==> src/rtl/cpu7_ifu_pkg.sv <==
// Shared IFU definitions: response FSM encoding, fetch exception codes and the
// default uncached address segment.
package cpu7_ifu_pkg;

  typedef enum logic [1:0] {
    ST_IDLE = 2'd0,
    ST_WAIT = 2'd1,
    ST_RESP = 2'd2
  } ifu_state_t;

  localparam logic [5:0] EXC_ADEF       = 6'h08;
  localparam logic [2:0] UC_SEG_DEFAULT = 3'b101;

endpackage

==> src/rtl/cpu7_ifu_imem_align.sv <==
// Rotates a 128-bit instruction line right by whole 32-bit words so the
// selected word lands in bits [31:0].
module cpu7_ifu_imem_align (
  input  logic [127:0] line,
  input  logic [1:0]   sel,
  output logic [127:0] rotated
);

  always_comb begin
    rotated = line;
    case (sel)
      2'd0: rotated = line;
      2'd1: rotated = {line[31:0], line[127:32]};
      2'd2: rotated = {line[63:0], line[127:64]};
      2'd3: rotated = {line[95:0], line[127:96]};
      default: rotated = line;
    endcase
  end

endmodule

==> src/rtl/cpu7_ifu_imem_resp.sv <==
// Instruction-memory response stage: accepts fetches, drives the synchronous
// line RAM and returns one rotated line per request. Optional extra wait
// cycles are enabled with `define CPU7_IMEM_RESP_WAIT_EN.
module cpu7_ifu_imem_resp
  import cpu7_ifu_pkg::*;
#(
  parameter int unsigned WAIT_CYCLES = 2,
  parameter logic [2:0]  UC_SEG      = UC_SEG_DEFAULT
) (
  input  logic         clock,
  input  logic         resetn,
  input  logic         inst_req,
  input  logic [31:0]  inst_addr,
  input  logic         inst_cancel,
  output logic         inst_addr_ok,
  output logic         inst_valid,
  output logic [127:0] inst_rdata,
  output logic [1:0]   inst_count,
  output logic         inst_ex,
  output logic [5:0]   inst_exccode,
  output logic         inst_uncache,
  output logic         ram_en,
  output logic [27:0]  ram_addr,
  input  logic [127:0] ram_rdata
);

  ifu_state_t   state, state_nxt;
  logic         accept;
  logic         wait_done;
  logic         load_out;
  logic [2:0]   seg_q;
  logic [1:0]   sel_q;
  logic         misal_q;
  logic [127:0] rot_line;
  logic [127:0] line_src;

  assign accept       = resetn & inst_req & ~inst_cancel &
                        ((state == ST_IDLE) | (state == ST_RESP));
  assign inst_addr_ok = accept;
  assign ram_en       = accept & (inst_addr[1:0] == 2'b00);
  assign ram_addr     = inst_addr[31:4];
  assign inst_valid   = (state == ST_RESP);
  assign load_out     = (state == ST_WAIT) & ~inst_cancel & wait_done;

  cpu7_ifu_imem_align u_align (
    .line    (ram_rdata),
    .sel     (sel_q),
    .rotated (rot_line)
  );

`ifdef CPU7_IMEM_RESP_WAIT_EN
  localparam int unsigned   CW       = (WAIT_CYCLES > 0) ? $clog2(WAIT_CYCLES + 1) : 1;
  localparam logic [CW-1:0] CNT_INIT = CW'(WAIT_CYCLES);

  logic [CW-1:0] cnt;
  logic [127:0]  hold_line;
  logic          first;

  // RAM data is only valid in the first WAIT cycle; later cycles use the copy.
  assign first     = (cnt == CNT_INIT);
  assign wait_done = (cnt == '0);
  assign line_src  = first ? rot_line : hold_line;

  always_ff @(posedge clock) begin
    if (!resetn) begin
      cnt       <= '0;
      hold_line <= '0;
    end else begin
      if (inst_cancel)
        cnt <= '0;
      else if (accept)
        cnt <= CNT_INIT;
      else if ((state == ST_WAIT) && (cnt != '0))
        cnt <= cnt - 1'b1;
      if ((state == ST_WAIT) && first)
        hold_line <= rot_line;
    end
  end
`else
  logic unused_wait_cycles;
  assign unused_wait_cycles = (WAIT_CYCLES != 0);
  assign wait_done          = 1'b1;
  assign line_src           = rot_line;
`endif

  always_ff @(posedge clock) begin
    if (!resetn) state <= ST_IDLE;
    else         state <= state_nxt;
  end

  always_comb begin
    state_nxt = state;
    case (state)
      ST_IDLE: if (accept) state_nxt = ST_WAIT;
      ST_WAIT: begin
        if (inst_cancel)    state_nxt = ST_IDLE;
        else if (wait_done) state_nxt = ST_RESP;
      end
      ST_RESP: state_nxt = accept ? ST_WAIT : ST_IDLE;
      default: state_nxt = ST_IDLE;
    endcase
  end

  always_ff @(posedge clock) begin
    if (!resetn) begin
      seg_q   <= '0;
      sel_q   <= '0;
      misal_q <= 1'b0;
    end else if (accept) begin
      seg_q   <= inst_addr[31:29];
      sel_q   <= inst_addr[3:2];
      misal_q <= |inst_addr[1:0];
    end
  end

  // Response registers are loaded only for the RESP cycle and cleared otherwise.
  always_ff @(posedge clock) begin
    if (!resetn || !load_out) begin
      inst_rdata   <= '0;
      inst_count   <= '0;
      inst_ex      <= 1'b0;
      inst_exccode <= '0;
      inst_uncache <= 1'b0;
    end else begin
      inst_rdata   <= misal_q ? '0 : line_src;
      inst_count   <= 2'd3 - sel_q;
      inst_ex      <= misal_q;
      inst_exccode <= misal_q ? EXC_ADEF : '0;
      inst_uncache <= (seg_q == UC_SEG);
    end
  end

endmodule

==> config.mk <==
export PLATFORM = sky130hd
export DESIGN_NAME = cpu7_ifu_imem_resp
export DESIGN_NICKNAME = d
export VERILOG_FILES = /design/src/rtl/cpu7_ifu_pkg.sv /design/src/rtl/cpu7_ifu_imem_align.sv /design/src/rtl/cpu7_ifu_imem_resp.sv
export SDC_FILE = /design/constraint.sdc
export NUM_CORES = 1
export LEC_CHECK = 0
export ABC_CLOCK_PERIOD_IN_PS = 2100
export CAP_MARGIN = 40
export CORE_UTILIZATION = 40
export CTS_CLUSTER_SIZE = 14
export DETAILED_ROUTE_END_ITERATION = 6
export MAX_ROUTING_LAYER = met4
export PLACE_DENSITY_LB_ADDON = 0.08
export SKIP_LAST_GASP = 1
export SYNTH_ARGS = -nofsm -noshare
export SYNTH_HDL_FRONTEND = slang
export SYNTH_SLANG_ARGS = --single-unit
==> constraint.sdc <==
create_clock -name clock -period 2.1 [get_ports clock]
set_input_delay 0.42 -clock clock [delete_from_list [all_inputs] [get_ports clock]]
set_output_delay 0.42 -clock clock [all_outputs]
set_load 0.1 [all_outputs]
==> impl_metrics.ini <==
[clock_network]
cts_buffers = 17
cts_tree = yes
path_clk_slew_ns = 0.05
cts_hold_buf = 0
clk-insertion-delay-late_ns = 0.42
post_cts_buffers = 0
root_buffer = clkbuf_16
cts_resized = 0
htree_levels = 4
cts_sinks = 140
cts.path.max_buffers = 2

[synthesis]
synth_area_leaders = mux4_2 (40%), dfxtp_1 (38%), nor2b_1 (11%)
seq_area_frac_synth = 0.3849
synth_edf_count = 0
synthDistinctLibCells = 20
yosysWarnings = 0
ys_ff_latch = 140
synth_area_sq_um = 7281
async_flop_share = 0
synth_cells = 506
syn_area_per_cell_sq_um = 14.39
ys.flop_type = dfxtp_1
synth_common_cells = dfxtp_1 (140), nor2b_1 (129), mux4_2 (128)
synth_top_area_cell = mux4_2
synth.most_common_cell = dfxtp_1
synth.top_cell.area_share = 0.3959

[route]
routed_via_density = 5.246
routedWlPerCell_um = 17.60
drt_iter0_markers = 220
drt-pass1-iter-count = 4
drt_drc_violations_left = 0
vias = 5146
drt-total-wl_um = 17270
postRouteAntennaNets = 0

[setup_path]
worstPathRequired_ns = 1.68
worstSetupPathType = primary input to output port
worstPathArrival_ns = 1.62
cp-start-kind = primary input
slowest_delay_ns = 0.43
critical_path_peak_fanout = 3
crit_chain = clkdlybuf4s50_1 -> and4bb_2 -> nor3b_4 -> buf_12
end_kind = output port
cp_slowest_cell = clkdlybuf4s50_1

[finish]
post-route-util = 0.5934
layout.cells.non_filler = 981
final_nets = 907
num_antenna_cells = 0
syn2layout_area_growth_pct = 42.93
drive_gt1_frac = 0.4259

[sta]
layout_min_cycle_time_ns = 2.044
fin_crit_sh = 0.9732
hold_violations = 0
rsz0062_at_grt = no
max_freq_ghz = 0.4893
fin_skew_ns = 0.007028
drv_slew = 0
setup_ws_ns = 0.05637
setup_viol = 0

[floorplan]
dieArea_sq_um = 18750
num_io_pins = 333
core_area_sq_um = 17540
initial_core_util = 0.4152
die_y_um = 136.9
die_width_um = 136.9
rows = 48

[worst_hold_path]
hp-class = flip-flop to flip-flop

[power_and_ir_drop]
pwr_density_cell_nw_per_um2 = 718.0
clock_power_share = 0.457
power_frac_seq = 0.364
switching_share = 0.2396
combPwrFrac = 0.180
p_total_w = 0.007472
p_int_w = 0.005682
p_switching_w = 0.001790
power.leakage_nw = 3.856
max-vdd-ir-drop_mv = 0.5917

[grt]
grt_pass1_wl_um = 26100
antenna_found_initial = 0
grt_max_degree = 49
overflow = 0
grt_pass1_vias = 5016
grt_usage = 0.1937

[place]
port_buffers = 277
pre_cts_ws_ns = 0.05535
post-dp-hpwl_um = 13280
placed_cells = 949
place_congestion = 0.7820

[run]
maxCapViolCount = 0

[status]
outcome = finished clean
-- registers in the layout, summed over array words and instances (netlist names) --
signal,flops
inst_rdata,128
seg_q,3
inst_count,2
sel_q,2
state,2
inst_exccode,1
inst_uncache,1
misal_q,1
-- worst paths after layout --
check / start / end / slack [ns] / cells past startpoint
min reg2reg: seg_q[1] / inst_uncache / 0.42 / 1
max: inst_cancel / ram_en / 0.06 / 4
min: seg_q[1] / inst_uncache / 0.42 / 1
max reg2reg: sel_q[0] / inst_rdata[105] / 0.44 / 3
-- critical path, delay by kind of cell --
family	cells	cell delay [ns]
buf+inv	2	0.64
simple gates	2	0.55
-- power by group through the flow --
stage | combinational [W] | sequential (W) | clock, W
finish | 0.00134 | 0.00272 | 0.00341
CTS | 0.00135 | 0.00272 | 0.00350
floorplan | 0.000953 | 0.00295 | 0
detailed placement | 0.00135 | 0.00278 | 0
global placement | 0.00132 | 0.00278 | 0
global route | 0.00142 | 0.00272 | 0.00362
-- cell families after synthesis --
family                 count (synthesis)  share of synthesized area
DFF                                  140                     0.3849
buffers and inverters                 81                    0.08764
and+or+nand+nor                      150                     0.1268
other                                  1                  0.0005151
AOI/OAI and AO/OA                      6                   0.004125
muxes                                128                     0.3959
-- metrics by stage --
stage	cell area, sq um	TNS (ns)	hold WS [ns]
final	10410	0	0.4181
after global routing	10410	0	0.4452
after CTS	10410	0	0.4173
after detailed placement	9734	0	0.4067
after global placement	9734	0	0.4083
after floorplan	7308	-0.01324	0.3971
-- final cells by class --
| type | instances | area [sq um] |
|---|---|---|
| fill | 1387 | 7131 |
| multi-input combinational | 289 | 3874 |
| sequential | 140 | 2810 |
| timing repair buffer | 294 | 2765 |
| clock buffer | 18 | 429.2 |
| tap | 225 | 281.5 |
| clock inverter | 14 | 242.7 |
| inverter | 1 | 3.754 |
-- layout by cell type (no fill, tap or decap) --
master,n
clkinv_4,5
clkinv_2,2
o21ai_0,6
and2_1,1
nand4bb_2,1
clkdlybuf4s50_1,138
nand2_1,11
clkbuf_1,1
nor2b_1,129
nand2b_4,1
nor4bb_1,1
and4bb_2,1
nor2_1,3
buf_4,139
mux4_2,128
inv_2,1
inv_6,1
nor3b_4,1
clkbuf_16,17
buf_12,17
dfxtp_1,138
nor3_1,1
dfxtp_4,2
conb_1,5
bufinv_16,6
-- metal layers --
metal  share of wire  GRT usage  wire [um]  vias to the layer above
li1                -          -          -                     2329
met1            0.38     0.2150       6549                     2577
met2            0.51     0.3161       8824                      218
met3           0.097    0.07630       1667                       22
met4           0.013    0.06838        228                        0
met5               0          -          0                        -
(Power assumes the default switching activity.)
